`src/rtl/ps2_mouse_packet_decoder_if.sv`:
```
// PS/2 mouse decoder bus: serial data in, decoded packet state out.
// Latency: n/a (signal bundle only).
// Backpressure: none; consumers detect new packets via pkt_toggle.
interface ps2_mouse_packet_decoder_if #(
    parameter int CNT_W = 16,
    parameter int POS_W = 12,
    parameter int ERR_W = 8
);
    logic             Mouse_Data;
    logic             btn_l;
    logic             btn_r;
    logic             btn_m;
    logic [8:0]       dx;
    logic [8:0]       dy;
    logic [POS_W-1:0] pos_x;
    logic [POS_W-1:0] pos_y;
    logic [CNT_W-1:0] click_count;
    logic             pkt_toggle;
    logic             frame_err;
    logic [ERR_W-1:0] err_count;

    // decoder side
    modport master (
        input  Mouse_Data,
        output btn_l, btn_r, btn_m, dx, dy, pos_x, pos_y,
        output click_count, pkt_toggle, frame_err, err_count
    );

    // pin driver / consumer side
    modport slave (
        output Mouse_Data,
        input  btn_l, btn_r, btn_m, dx, dy, pos_x, pos_y,
        input  click_count, pkt_toggle, frame_err, err_count
    );
endinterface

```
`src/rtl/ps2_mouse_packet_decoder.sv`:
```
// PS/2 mouse receiver: 11-bit frame deserialiser, 3-byte packet assembler, cursor/click tracker.
// Latency: outputs update on the falling Mouse_Clk edge that samples the stop bit of byte 2.
// Backpressure: none; outputs hold between packets, pkt_toggle flips once per accepted packet.
module ps2_mouse_packet_decoder #(
    parameter int CNT_W  = 16,
    parameter int POS_W  = 12,
    parameter int X_MAX  = 1023,
    parameter int Y_MAX  = 767,
    parameter int X_INIT = 512,
    parameter int Y_INIT = 384,
    parameter int ERR_W  = 8
) (
    input  logic Mouse_Clk,
    input  logic reset,
    ps2_mouse_packet_decoder_if.master bus
);
    localparam int PW = POS_W + 2;
    localparam logic signed [PW-1:0] X_MAX_S = PW'(X_MAX);
    localparam logic signed [PW-1:0] Y_MAX_S = PW'(Y_MAX);

    typedef enum logic [1:0] {S_IDLE, S_DATA, S_PARITY, S_STOP} state_t;

    state_t           state;
    logic [2:0]       bit_idx;
    logic [7:0]       shreg;
    logic             par;
    logic [1:0]       byte_idx;
    // header byte without its sync bit: {yovf, xovf, ysign, xsign, m, r, l}
    logic [6:0]       hdr;
    logic [7:0]       xlo;

    logic             btn_l, btn_r, btn_m;
    logic [8:0]       dx, dy;
    logic [POS_W-1:0] pos_x, pos_y;
    logic [CNT_W-1:0] click_count;
    logic             pkt_toggle;
    logic             frame_err;
    logic [ERR_W-1:0] err_count;

    logic                 frame_ok;
    logic [8:0]           dx_n, dy_n;
    logic signed [PW-1:0] px_sum, py_sum;
    logic [POS_W-1:0]     px_next, py_next;
    logic                 l_press, r_press;
    logic [CNT_W-1:0]     cc_next;

    // Next-packet values, valid when the STOP edge of byte 2 is being sampled.
    always_comb begin
        frame_ok = (^{shreg, par}) & bus.Mouse_Data;
        dx_n     = hdr[5] ? 9'd0 : {hdr[3], xlo};
        dy_n     = hdr[6] ? 9'd0 : {hdr[4], shreg};
        px_sum   = $signed({2'b00, pos_x}) + $signed({{(PW-9){dx_n[8]}}, dx_n});
        py_sum   = $signed({2'b00, pos_y}) - $signed({{(PW-9){dy_n[8]}}, dy_n});
        px_next  = pos_x;
        py_next  = pos_y;
        if (px_sum < 0)             px_next = '0;
        else if (px_sum > X_MAX_S)  px_next = POS_W'(X_MAX);
        else                        px_next = px_sum[POS_W-1:0];
        if (py_sum < 0)             py_next = '0;
        else if (py_sum > Y_MAX_S)  py_next = POS_W'(Y_MAX);
        else                        py_next = py_sum[POS_W-1:0];
        // only 0->1 transitions against the previous packet count as clicks
        l_press  = hdr[0] & ~btn_l;
        r_press  = hdr[1] & ~btn_r;
        cc_next  = click_count;
        if (l_press && !r_press && click_count != '1)
            cc_next = click_count + 1'b1;
        else if (r_press && !l_press && click_count != '0)
            cc_next = click_count - 1'b1;
    end

    // Frame FSM, packet assembly and output registers, all on the falling PS/2 clock edge.
    always_ff @(negedge Mouse_Clk or posedge reset) begin
        if (reset) begin
            state       <= S_IDLE;
            bit_idx     <= '0;
            shreg       <= '0;
            par         <= 1'b0;
            byte_idx    <= '0;
            hdr         <= '0;
            xlo         <= '0;
            btn_l       <= 1'b0;
            btn_r       <= 1'b0;
            btn_m       <= 1'b0;
            dx          <= '0;
            dy          <= '0;
            pos_x       <= POS_W'(X_INIT);
            pos_y       <= POS_W'(Y_INIT);
            click_count <= '0;
            pkt_toggle  <= 1'b0;
            frame_err   <= 1'b0;
            err_count   <= '0;
        end else begin
            case (state)
                S_IDLE: begin
                    if (!bus.Mouse_Data) begin
                        state   <= S_DATA;
                        bit_idx <= '0;
                    end
                end
                S_DATA: begin
                    shreg   <= {bus.Mouse_Data, shreg[7:1]};
                    bit_idx <= bit_idx + 3'd1;
                    if (bit_idx == 3'd7)
                        state <= S_PARITY;
                end
                S_PARITY: begin
                    par   <= bus.Mouse_Data;
                    state <= S_STOP;
                end
                default: begin
                    state <= S_IDLE;
                    if (!frame_ok) begin
                        frame_err <= 1'b1;
                        byte_idx  <= '0;
                        if (err_count != '1)
                            err_count <= err_count + 1'b1;
                    end else begin
                        frame_err <= 1'b0;
                        case (byte_idx)
                            2'd0: begin
                                // bit3 is the packet sync marker; anything else is mid-packet garbage
                                if (shreg[3]) begin
                                    hdr      <= {shreg[7:4], shreg[2:0]};
                                    byte_idx <= 2'd1;
                                end
                            end
                            2'd1: begin
                                xlo      <= shreg;
                                byte_idx <= 2'd2;
                            end
                            default: begin
                                byte_idx    <= 2'd0;
                                dx          <= dx_n;
                                dy          <= dy_n;
                                btn_l       <= hdr[0];
                                btn_r       <= hdr[1];
                                btn_m       <= hdr[2];
                                pos_x       <= px_next;
                                pos_y       <= py_next;
                                click_count <= cc_next;
                                pkt_toggle  <= ~pkt_toggle;
                            end
                        endcase
                    end
                end
            endcase
        end
    end

    assign bus.btn_l       = btn_l;
    assign bus.btn_r       = btn_r;
    assign bus.btn_m       = btn_m;
    assign bus.dx          = dx;
    assign bus.dy          = dy;
    assign bus.pos_x       = pos_x;
    assign bus.pos_y       = pos_y;
    assign bus.click_count = click_count;
    assign bus.pkt_toggle  = pkt_toggle;
    assign bus.frame_err   = frame_err;
    assign bus.err_count   = err_count;
endmodule

```
`src/flat_wrapper.sv`:
```
// flat-port wrapper written by rule: the top's interface ports become plain ports
module ps2_mouse_packet_decoder_flat 
#(
    parameter int CNT_W  = 16,
    parameter int POS_W  = 12,
    parameter int X_MAX  = 1023,
    parameter int Y_MAX  = 767,
    parameter int X_INIT = 512,
    parameter int Y_INIT = 384,
    parameter int ERR_W  = 8
)
  (Mouse_Clk, reset, bus_Mouse_Data, bus_btn_l, bus_btn_r, bus_btn_m, bus_dx, bus_dy, bus_pos_x, bus_pos_y, bus_click_count, bus_pkt_toggle, bus_frame_err, bus_err_count);
  ps2_mouse_packet_decoder_if #(.CNT_W(CNT_W), .POS_W(POS_W), .ERR_W(ERR_W)) bus_i ();
  input  logic Mouse_Clk;
  input  logic reset;
  input wire logic [$bits(bus_i.Mouse_Data)-1:0] bus_Mouse_Data;
  output wire logic [$bits(bus_i.btn_l)-1:0] bus_btn_l;
  output wire logic [$bits(bus_i.btn_r)-1:0] bus_btn_r;
  output wire logic [$bits(bus_i.btn_m)-1:0] bus_btn_m;
  output wire logic [$bits(bus_i.dx)-1:0] bus_dx;
  output wire logic [$bits(bus_i.dy)-1:0] bus_dy;
  output wire logic [$bits(bus_i.pos_x)-1:0] bus_pos_x;
  output wire logic [$bits(bus_i.pos_y)-1:0] bus_pos_y;
  output wire logic [$bits(bus_i.click_count)-1:0] bus_click_count;
  output wire logic [$bits(bus_i.pkt_toggle)-1:0] bus_pkt_toggle;
  output wire logic [$bits(bus_i.frame_err)-1:0] bus_frame_err;
  output wire logic [$bits(bus_i.err_count)-1:0] bus_err_count;
  assign bus_i.Mouse_Data = bus_Mouse_Data;
  assign bus_btn_l = bus_i.btn_l;
  assign bus_btn_r = bus_i.btn_r;
  assign bus_btn_m = bus_i.btn_m;
  assign bus_dx = bus_i.dx;
  assign bus_dy = bus_i.dy;
  assign bus_pos_x = bus_i.pos_x;
  assign bus_pos_y = bus_i.pos_y;
  assign bus_click_count = bus_i.click_count;
  assign bus_pkt_toggle = bus_i.pkt_toggle;
  assign bus_frame_err = bus_i.frame_err;
  assign bus_err_count = bus_i.err_count;
  ps2_mouse_packet_decoder #(.CNT_W(CNT_W), .POS_W(POS_W), .X_MAX(X_MAX), .Y_MAX(Y_MAX), .X_INIT(X_INIT), .Y_INIT(Y_INIT), .ERR_W(ERR_W)) u_core (.Mouse_Clk(Mouse_Clk), .reset(reset), .bus(bus_i));
endmodule
```
`config.mk`:
```
export PLATFORM = sky130hd
export DESIGN_NAME = ps2_mouse_packet_decoder_flat
export DESIGN_NICKNAME = d
export VERILOG_FILES = /design/src/rtl/ps2_mouse_packet_decoder_if.sv /design/src/rtl/ps2_mouse_packet_decoder.sv /design/src/flat_wrapper.sv
export SDC_FILE = /design/constraint.sdc
export NUM_CORES = 1
export LEC_CHECK = 0
export CAP_MARGIN = 20
export CORE_MARGIN = 1.5
export CORE_UTILIZATION = 40
export CTS_CLUSTER_DIAMETER = 100
export CTS_CLUSTER_SIZE = 40
export DETAILED_ROUTE_END_ITERATION = 16
export DONT_BUFFER_PORTS = 1
export SETUP_SLACK_MARGIN = 0.4
export SLEW_MARGIN = 20
export SYNTH_ARGS = -nofsm -noshare
export SYNTH_HDL_FRONTEND = slang
export SYNTH_SLANG_ARGS = --single-unit
```
`constraint.sdc`:
```
create_clock -name Mouse_Clk -period 4.24 [get_ports Mouse_Clk]
set_clock_uncertainty 0.2 [all_clocks]
set_input_delay 0.636 -clock Mouse_Clk [delete_from_list [all_inputs] [get_ports Mouse_Clk]]
set_output_delay 0.636 -clock Mouse_Clk [all_outputs]
set_load 0.02 [all_outputs]
```
Word-level counts from Yosys, hierarchy flattened
Index checks and enable logic that the tools add are counted.
W data, S select, Z words.

word-level totals
  flip-flop bits (word level) = 102
  input bits = 3
  output and inout port bits = 71
  word-level logic and storage cells = 85

operators by class
  add/sub/neg operators = 6
  order comparisons = 4
  equality and inequality tests = 9
  mux-type cells = 17
  bitwise gates (word level) = 9
  reductions and logical operators = 22

operators with widths
  operator                 number
  $mux W12                 4
  $mux W16                 2
  $gt A14 B11 Y1 const B   2
  $lt A14 B1 Y1 const B    2
  $mux W9                  2
  $add A16 B1 Y16 const B  1
  $ne A16 B16 Y1 const B   1
  $reduce_bool A16 Y1      1
  $sub A16 B1 Y16 const B  1
  $add A13 B9 Y14          1
  $sub A13 B9 Y14          1
  $reduce_and A3 Y1        3
  $reduce_xor A9 Y1        1
  $add A8 B1 Y8 const B    1
  $mux W2                  4
  $ne A8 B8 Y1 const B     1
  $reduce_and A4 Y1        2
  $not A1 Y1               6
  $pmux W2 S3              1
  $pmux W3 S2              1
  $reduce_and A2 Y1        3
  $eq A2 B1 Y1 const B     2
  $logic_and A1 B1 Y1      4
  $logic_not A2 Y1         2
  other kinds (14)         18

Longest topological paths before layout
Gate-level depths: netlist of run 1.

  depth in word-level cells = 7
  mapped depth = 12
  mapped depth without buffers = 11

==> summary.txt, run 1 <==
area grow syn2layout: 16.33%
number of port buffers: 0
crit path to: bus_pos_x[9]
Synth Register Bits: 102
logic gate share of total power: 50.4%
Reg power frac: 34.2%
Die Ht: 127.0 um
clock sinks: 102
H-Tree Depth: 3
cts bufs inserted: 9
status: completed
slew margin rel.: 58.47%
CP Launch Point: u_core.bus.pos_x[9]
Critical Path RT: 3.40 ns
RR Startpoint: u_core.hdr[5]
fillers: 1,419
R2R cell count: 10
Layout Cells excl Fill: 836
worst skew pair latency: 0.41 ns
final net count: 693
drt drc: 0
placed inst area: 6650 um2
Initial Util: 40.78%
core area: 15,090 um2
vias in the first global route: 4,837
Hold WC Path Type: register to register
Critical Path Stages: 0
slew of the pin with the lowest slew margin: 0.6173 ns
final hold viol count: 0
ratio of cells with drive above 1 in the final layout: 18.06%
post-DR wirelength/cell: 17.55 um
Leak: 3.301 nW
total number of vias: 4,781
asr flop ratio synth: 100.0%
Multi-input gate area: 3583 um2
CTS root buffer: clkbuf_16
FF/Latch Area: 2556 um2
Peak VDD IR: 0.0004536 V
sequential area share after synthesis: 41.54%
cell area after layout: 7158 um2
row cnt: 45
MaxCap Viol Count: 0
DP Wirelength: 10,640 um
TritonRoute pass-1 iters: 4
CTS tree: done
WHS: 0.2443 ns
PwrDens: 741.8 nW/um2
R2R setup slack: 0.55 ns
initial DRC count: 183
post-DR vias/cell: 5.719
largest net degree at the start of global routing: 40
pre-CTS setup slack: -0.05211 ns
Syn Std Cell Area: 6153 um2
Post-synth EDFFs: 0
Crit Path Class: register to output pin
Routed WL: 14,670 um
largest fanout on the critical path: 7
Avg Cell Area, Syn: 10.15 um2
placed cells: 804
worst-case clock buffer depth: 2
WP data arrival: 3.18 ns
clock network power share: 15.4%
top_reg_cell synth: dfrtn_1
Die W: 127.0 um
GP Congestion: 0.8416
Syn Inst Count: 606
gr usage total: 18.92%
switching part of the total: 43.93%
RSZ-0062 raised after global routing: yes
internal power: 2.977 mW
Cell variety after synth: 62
worst setup slack after layout: 0.2219 ns
Pins Over Slew Limit: 0
grt total ovfl: 0
clk slew on worst S/H paths: 0.05 ns
reg-to-reg critical path endpoint: u_core.bus.pos_x[4]
Final setup violation count: 0
Synthesized Nets: 656
startpoint types: register
Net Sw Power: 2.333 mW
Ys Warns: 0
ANT cells: 0
die area: 16,140 um2
top-level I/O count: 74
Crit. End Element: output pin
global-route wire length before repair: 24,670 um
CTS Hold Bufs: 0
antenna violations before repair: 0
DRT antenna net count: 0
-- cell families (layout without fill, tap and decap cells) --
kind of cell / count (synthesis) / in the layout / synth area share [%]
simple gates: 190 / 190 / 15.92
fa+ha+maj: 47 / 47 / 9.923
compound gates: 148 / 149 / 16.00
mux: 39 / 39 / 7.503
xor+xnor: 42 / 42 / 6.446
buf+inv: 38 / 79 / 2.664
flops: 102 / 102 / 41.54
-- cell usage in the layout (no fill, tap or decap), drive strengths merged, types with 8 or more instances in the layout --
master,n
a41oi,9
nor3,12
nand3,9
and2,11
nor2,28
clkbuf,10
mux2,36
nor2b,14
nand2b,17
and3,8
a22o,9
a21oi,21
nand2,56
inv,22
a31oi,16
buf,43
nand4,12
xnor2,21
o21ai,47
dfrtn,99
xor2,19
ha,44
-- synth_stat cells, types with 8 or more instances --
library cell   n  share of area (%)
o21ai_0       47                3.8
and2_1        10                1.0
nor3_1        11               0.89
nor2_1        28                1.7
nand2b_1      17                1.7
nand2_1       56                3.4
nor2b_1       14                1.4
a21oi_1       21                1.7
nand4_1       12                1.2
xnor2_1       21                3.0
ha_1          44                8.9
a31oi_1       14                1.4
a41oi_1        9                1.3
and3_1         8               0.81
buf_2          8               0.65
inv_1         18                1.1
dfrtn_1       99                 40
mux2_2        29                5.3
xor2_1        19                2.7
a22o_1         9                1.3
nand3_1        9               0.73
-- power groups by stage --
stage	registers, mW	logic [mW]	clock network, mW
floorplan	1.71	2.03	0.00588
global placement	1.83	2.47	0.00588
detailed placement	1.83	2.57	0.00588
CTS	1.82	2.61	0.838
global route	1.87	2.98	0.876
finish	1.81	2.68	0.818
-- worst min path at each step --
stage | cells past startpoint | slack, ns | start | to
final | 1 | 0.24 | u_core.bit_idx[2] | u_core.bit_idx[2]
after global routing | 1 | 0.27 | u_core.bit_idx[2] | u_core.bit_idx[2]
after CTS | 1 | 0.25 | u_core.bit_idx[2] | u_core.bit_idx[2]
after detailed placement | 2 | 0.25 | u_core.hdr[2] | u_core.bus.btn_m
after global placement | 1 | 0.24 | u_core.bit_idx[0] | u_core.bit_idx[0]
after floorplan | 2 | 0.20 | u_core.hdr[2] | u_core.bus.btn_m
-- routing by layer --
layer  GRT usage, %  vias up  share of wire [%]
li1               -     2301                  -
met1          24.04     2359                 44
met2          31.91      107                 49
met3          4.774       14                6.0
met4          5.682        0                1.2
met5              0        -                  0
-- through the flow --
| step | utilization (%) | power, mW | setup TNS [ns] |
|---|---|---|---|
| final | 47.44 | 5.310 | 0 |
| after global routing | 47.44 | 5.724 | 0 |
| after CTS | 46.73 | 5.266 | 0 |
| after detailed placement | 44.07 | 4.407 | -0.3191 |
| after global placement | 44.07 | 4.305 | 0 |
| after floorplan | - | 3.746 | 0 |
-- layout make-up --
cell class / count / area share [%]
Multi-Input combinational cell: 467 / 50.06
Sequential cell: 102 / 35.71
Timing Repair Buffer: 43 / 5.908
Clock buffer: 10 / 3.339
Tap cell: 188 / 3.286
Inverter: 17 / 0.9439
Clock inverter: 9 / 0.7516
-- state kept, by name, summed over array words and instances (netlist names), 3 cells and up --
register,count
u_core.shreg,8
u_core.bus.dx,9
u_core.bit_idx,3
u_core.bus.err_count,8
u_core.bus.pos_x,12
u_core.hdr,7
u_core.bus.click_count,16
u_core.bus.dy,9
u_core.bus.pos_y,12
u_core.xlo,8
-- timing repair --
action | in CTS | in global routing
setup endpoints to repair | 88 | 99
gates cloned | 0 | 1
resized for setup | 15 | 9
pin swaps | 0 | 1
buffers inserted | 7 | 6
Power figures use the tool's default switching activity.
==> run 2, diff against run 1 <==
--- a/config.mk
+++ b/config.mk
@@ -12,6 +12,7 @@
 export CTS_CLUSTER_SIZE = 40
 export DETAILED_ROUTE_END_ITERATION = 16
 export DONT_BUFFER_PORTS = 1
+export GPL_TIMING_DRIVEN = 1
 export SETUP_SLACK_MARGIN = 0.4
 export SLEW_MARGIN = 20
 export SYNTH_ARGS = -nofsm -noshare
==> results of run 2 <==
Same layout as run 1: the final DEF is identical, and so are final timing and power.
==> run 3, diff against run 2 <==
--- a/config.mk
+++ b/config.mk
@@ -5,8 +5,9 @@
 export SDC_FILE = /design/constraint.sdc
 export NUM_CORES = 1
 export LEC_CHECK = 0
+export ABC_AREA = 1
 export CAP_MARGIN = 20
-export CORE_MARGIN = 1.5
+export CORE_MARGIN = 1
 export CORE_UTILIZATION = 40
 export CTS_CLUSTER_DIAMETER = 100
 export CTS_CLUSTER_SIZE = 40
==> run 3 against run 2 <==
Against the previous run:
- cell count rose by 31%
- sequential power is 21% lower
- critical path depth unchanged
- global-route usage increased by 0.29 points
- total power is 24% lower
- combinational power fell by 35%
- cell area down 1.5%
- routed wire length down 0.29%
- largest power group unchanged
==> summary.txt, run 3 <==
dominant cell type by area after synthesis: dfrtn_1
Peak VDD IR: 0.0003102 V (-32%)
final hold viol count: 0 (unchanged)
largest fanout on the critical path: 3 (-4)
pre-CTS setup slack: 0.1377 ns (+0.1898 ns)
Die Ht: 128.6 um (+1.2%)
top_reg_cell synth: dfrtn_1
core area: 15,430 um2 (+2.2%)
Hold WC Path Type: register to register
Ys Warns: 0 (unchanged)
ratio of cells with drive above 1 in the final layout: 4.848% (-13 points)
sequential area share after synthesis: 39.87% (-1.7 points)
WHS: 0.2297 ns (-0.01461 ns)
final net count: 932 (+34%)
Sum Neg Setup Slack: 0 ns (unchanged)
post-DR wirelength/cell: 13.32 um (-24%)
post-CTS setup buffers: 0 (-7)
Layout Cells excl Fill: 1,098 (+31%)
Net Sw Power: 1.756 mW (-25%)
asr flop ratio synth: 100.0% (unchanged)
PwrDens: 571.5 nW/um2 (-23%)
gr usage total: 19.20% (+0.29 points)
Initial Util: 41.56% (+0.78 points)
most common cell in the netlist: nand2_1
clock sinks: 102 (unchanged)
Synth Register Bits: 102 (unchanged)
Critical Path RT: 3.40 ns (about the same)
wire length on met1: 7053 um (+8.7%)
internal power: 2.274 mW (-24%)
status: completed
Post-Synth Simple-Gate Area: 29.22% (+13 points)
Post-Synth XOR/XNOR Area: 4.781% (-1.7 points)
vias in the first global route: 5,162 (+6.7%)
registers with the most flip-flops: u_core.bus.click_count x16, u_core.bus.pos_x x12, u_core.bus.pos_y x12
row cnt: 45 (unchanged)
mux cell area share after synthesis: 0.1756% (-7.3 points)
number of port buffers: 0 (unchanged)
initial DRC count: 346 (+89%)
cts bufs inserted: 9 (unchanged)
DP Wirelength: 11,370 um (+6.9%)
Crit Path Class: register to output pin
GP Congestion: 0.8592 (+2.1%)
RSZ-0062 raised after global routing: yes
Leak: 3.920 nW (+19%)
global-route wire length before repair: 25,210 um (+2.2%)
CTS Hold Bufs: 0 (unchanged)
Crit. End Element: output pin
antenna violations before repair: 0 (unchanged)
placed cells: 1,080 (+34%)
grt total ovfl: 0 (unchanged)
drt drc: 0 (unchanged)
post-DR vias/cell: 4.860 (-15%)
clock network power share: 21.3% (+5.9 points)
die area: 16,540 um2 (+2.5%)
main combinational cell family by area after synthesis: simple AND/OR/NAND/NOR gates
post-synthesis adder-cell area fraction: 9.524% (-0.40 points)
startpoint types: register
H-Tree Depth: 3 (unchanged)
Avg Cell Area, Syn: 7.369 um2 (-27%)
Reg power frac: 35.4% (+1.2 points)
Die W: 128.6 um (+1.2%)
Syn Std Cell Area: 6411 um2 (+4.2%)
total number of vias: 5,336 (+12%)
post-synthesis compound-gate area fraction: 9.055% (-6.9 points)
WP data arrival: 3.16 ns (-0.02 ns)
worst setup slack after layout: 0.2463 ns (+0.02444 ns)
worst-case clock buffer depth: 2 (unchanged)
Syn Inst Count: 870 (+44%)
Routed WL: 14,630 um (-0.29%)
Synthesized Nets: 920 (+40%)
final core occ: 45.71% (-1.7 points)
top-level I/O count: 74 (unchanged)
area grow syn2layout: 9.992%
metal3 WL: 848 um (-3.1%)
slew margin rel.: 57.71% (-0.76 points)
Final setup violation count: 0 (unchanged)
Post-synth EDFFs: 0 (unchanged)
Pins Over Slew Limit: 0 (unchanged)
worst skew pair latency: 0.41 ns (about the same)
CTS tree: done
max layer used: met4
MaxCap Viol Count: 0 (unchanged)
DRT antenna net count: 0 (unchanged)
Cell variety after synth: 34 (-45%)
post-CTS resize count: 0 (-15)
ANT cells: 0 (unchanged)
top cells by area, synth: dfrtn_1 39%, nand2_1 19%, ha_1 8.6%
slew of the pin with the lowest slew margin: 0.6344 ns (+0.01713 ns)
clk slew on worst S/H paths: 0.05 ns (about the same)
wire length on met2: 6553 um (-8.1%)
Largest register FFs: 16 (unchanged)
most common cell after layout, fill and taps aside: nand2_1
largest net degree at the start of global routing: 30 (-25%)
TritonRoute pass-1 iters: 5 (+1)
proportion of netlist area held by the largest area contributor: 38.64% (-1.6 points)
top cells by count, synth: 322 x nand2_1, 103 x inv_1, 99 x dfrtn_1
CTS root buffer: clkbuf_16
Reg with most FFs: u_core.bus.click_count
logic gate share of total power: 43.3% (-7.1 points)
switching part of the total: 43.57% (-0.36 points)
commonest non-fill, non-tap cells in the layout: 321 x nand2_1, 104 x inv_1, 99 x dfrtn_1, 70 x o21ai_0, 62 x nand3_1
==> run 3: changes by cell type after synthesis, moves of 10 or more <==
cell | previous run | this run
mux2_2 | 29 | 1
a31oi_1 | 14 | 3
nand2b_1 | 17 | 0
and2_1 | 10 | 0
inv_1 | 18 | 103
nand3_1 | 9 | 62
o21ai_0 | 47 | 71
nand2_1 | 56 | 322
nor2b_1 | 14 | 0
==> run 3: area by class of cell <==
cell class	instances	area, um2
clock buffers	10	239.0
clock inverters	9	81.33
fillers	1597	8376
inverters	106	404.1
multi-input cells	646	3390
flip-flops and latches	102	2556
well taps	211	264.0
repair buffers	14	117.6
==> run 3: final timing paths <==
check,from,endpoint,slack [ns],cells after the start
max in group asynchronous,reset,u_core.bus.click_count[1],1.28,2
worst max register to register,u_core.bus.click_count[6],u_core.bus.click_count[14],0.91,16
worst max-delay path,u_core.bus.pos_y[7],bus_pos_y[7],0.25,0
worst min-delay path,u_core.bit_idx[2],u_core.bit_idx[2],0.23,2
worst min register to register,u_core.bit_idx[2],u_core.bit_idx[2],0.23,2
min in group asynchronous,reset,u_core.xlo[3],1.97,1
==> run 3: cell families after synthesis <==
group,Yosys count
compound gates,112
xor+xnor,35
flops,102
simple gates,451
buf+inv,122
mux,1
fa+ha+maj,47
==> run 3: per-stage QoR <==
step | area [um2] | power, mW
2_1_floorplan | 6441 | 2.792
6_report | 7052 | 4.030
3_5_place_dp | 6735 | 3.191
4_1_cts | 7052 | 4.074
5_1_grt | 7052 | 4.409
3_3_place_gp | 6735 | 3.176
==> run 3: per-layer routing <==
layer / track usage (%) / vias to the layer above
met1: 25.86 / 2417
met3: 5.489 / 9
met5: 0 / -
li1: - / 2810
met4: 5.052 / 0
met2: 30.21 / 100
==> run 3: power by group through the flow <==
| stage | Combinational, mW | Clock, mW | Sequential [mW] |
|---|---|---|---|
| 2_1_floorplan | 1.40 | 0.00588 | 1.39 |
| 3_3_place_gp | 1.73 | 0.00588 | 1.44 |
| 3_5_place_dp | 1.74 | 0.00588 | 1.45 |
| 4_1_cts | 1.75 | 0.892 | 1.43 |
| 5_1_grt | 2.02 | 0.926 | 1.46 |
| 6_report | 1.75 | 0.858 | 1.43 |
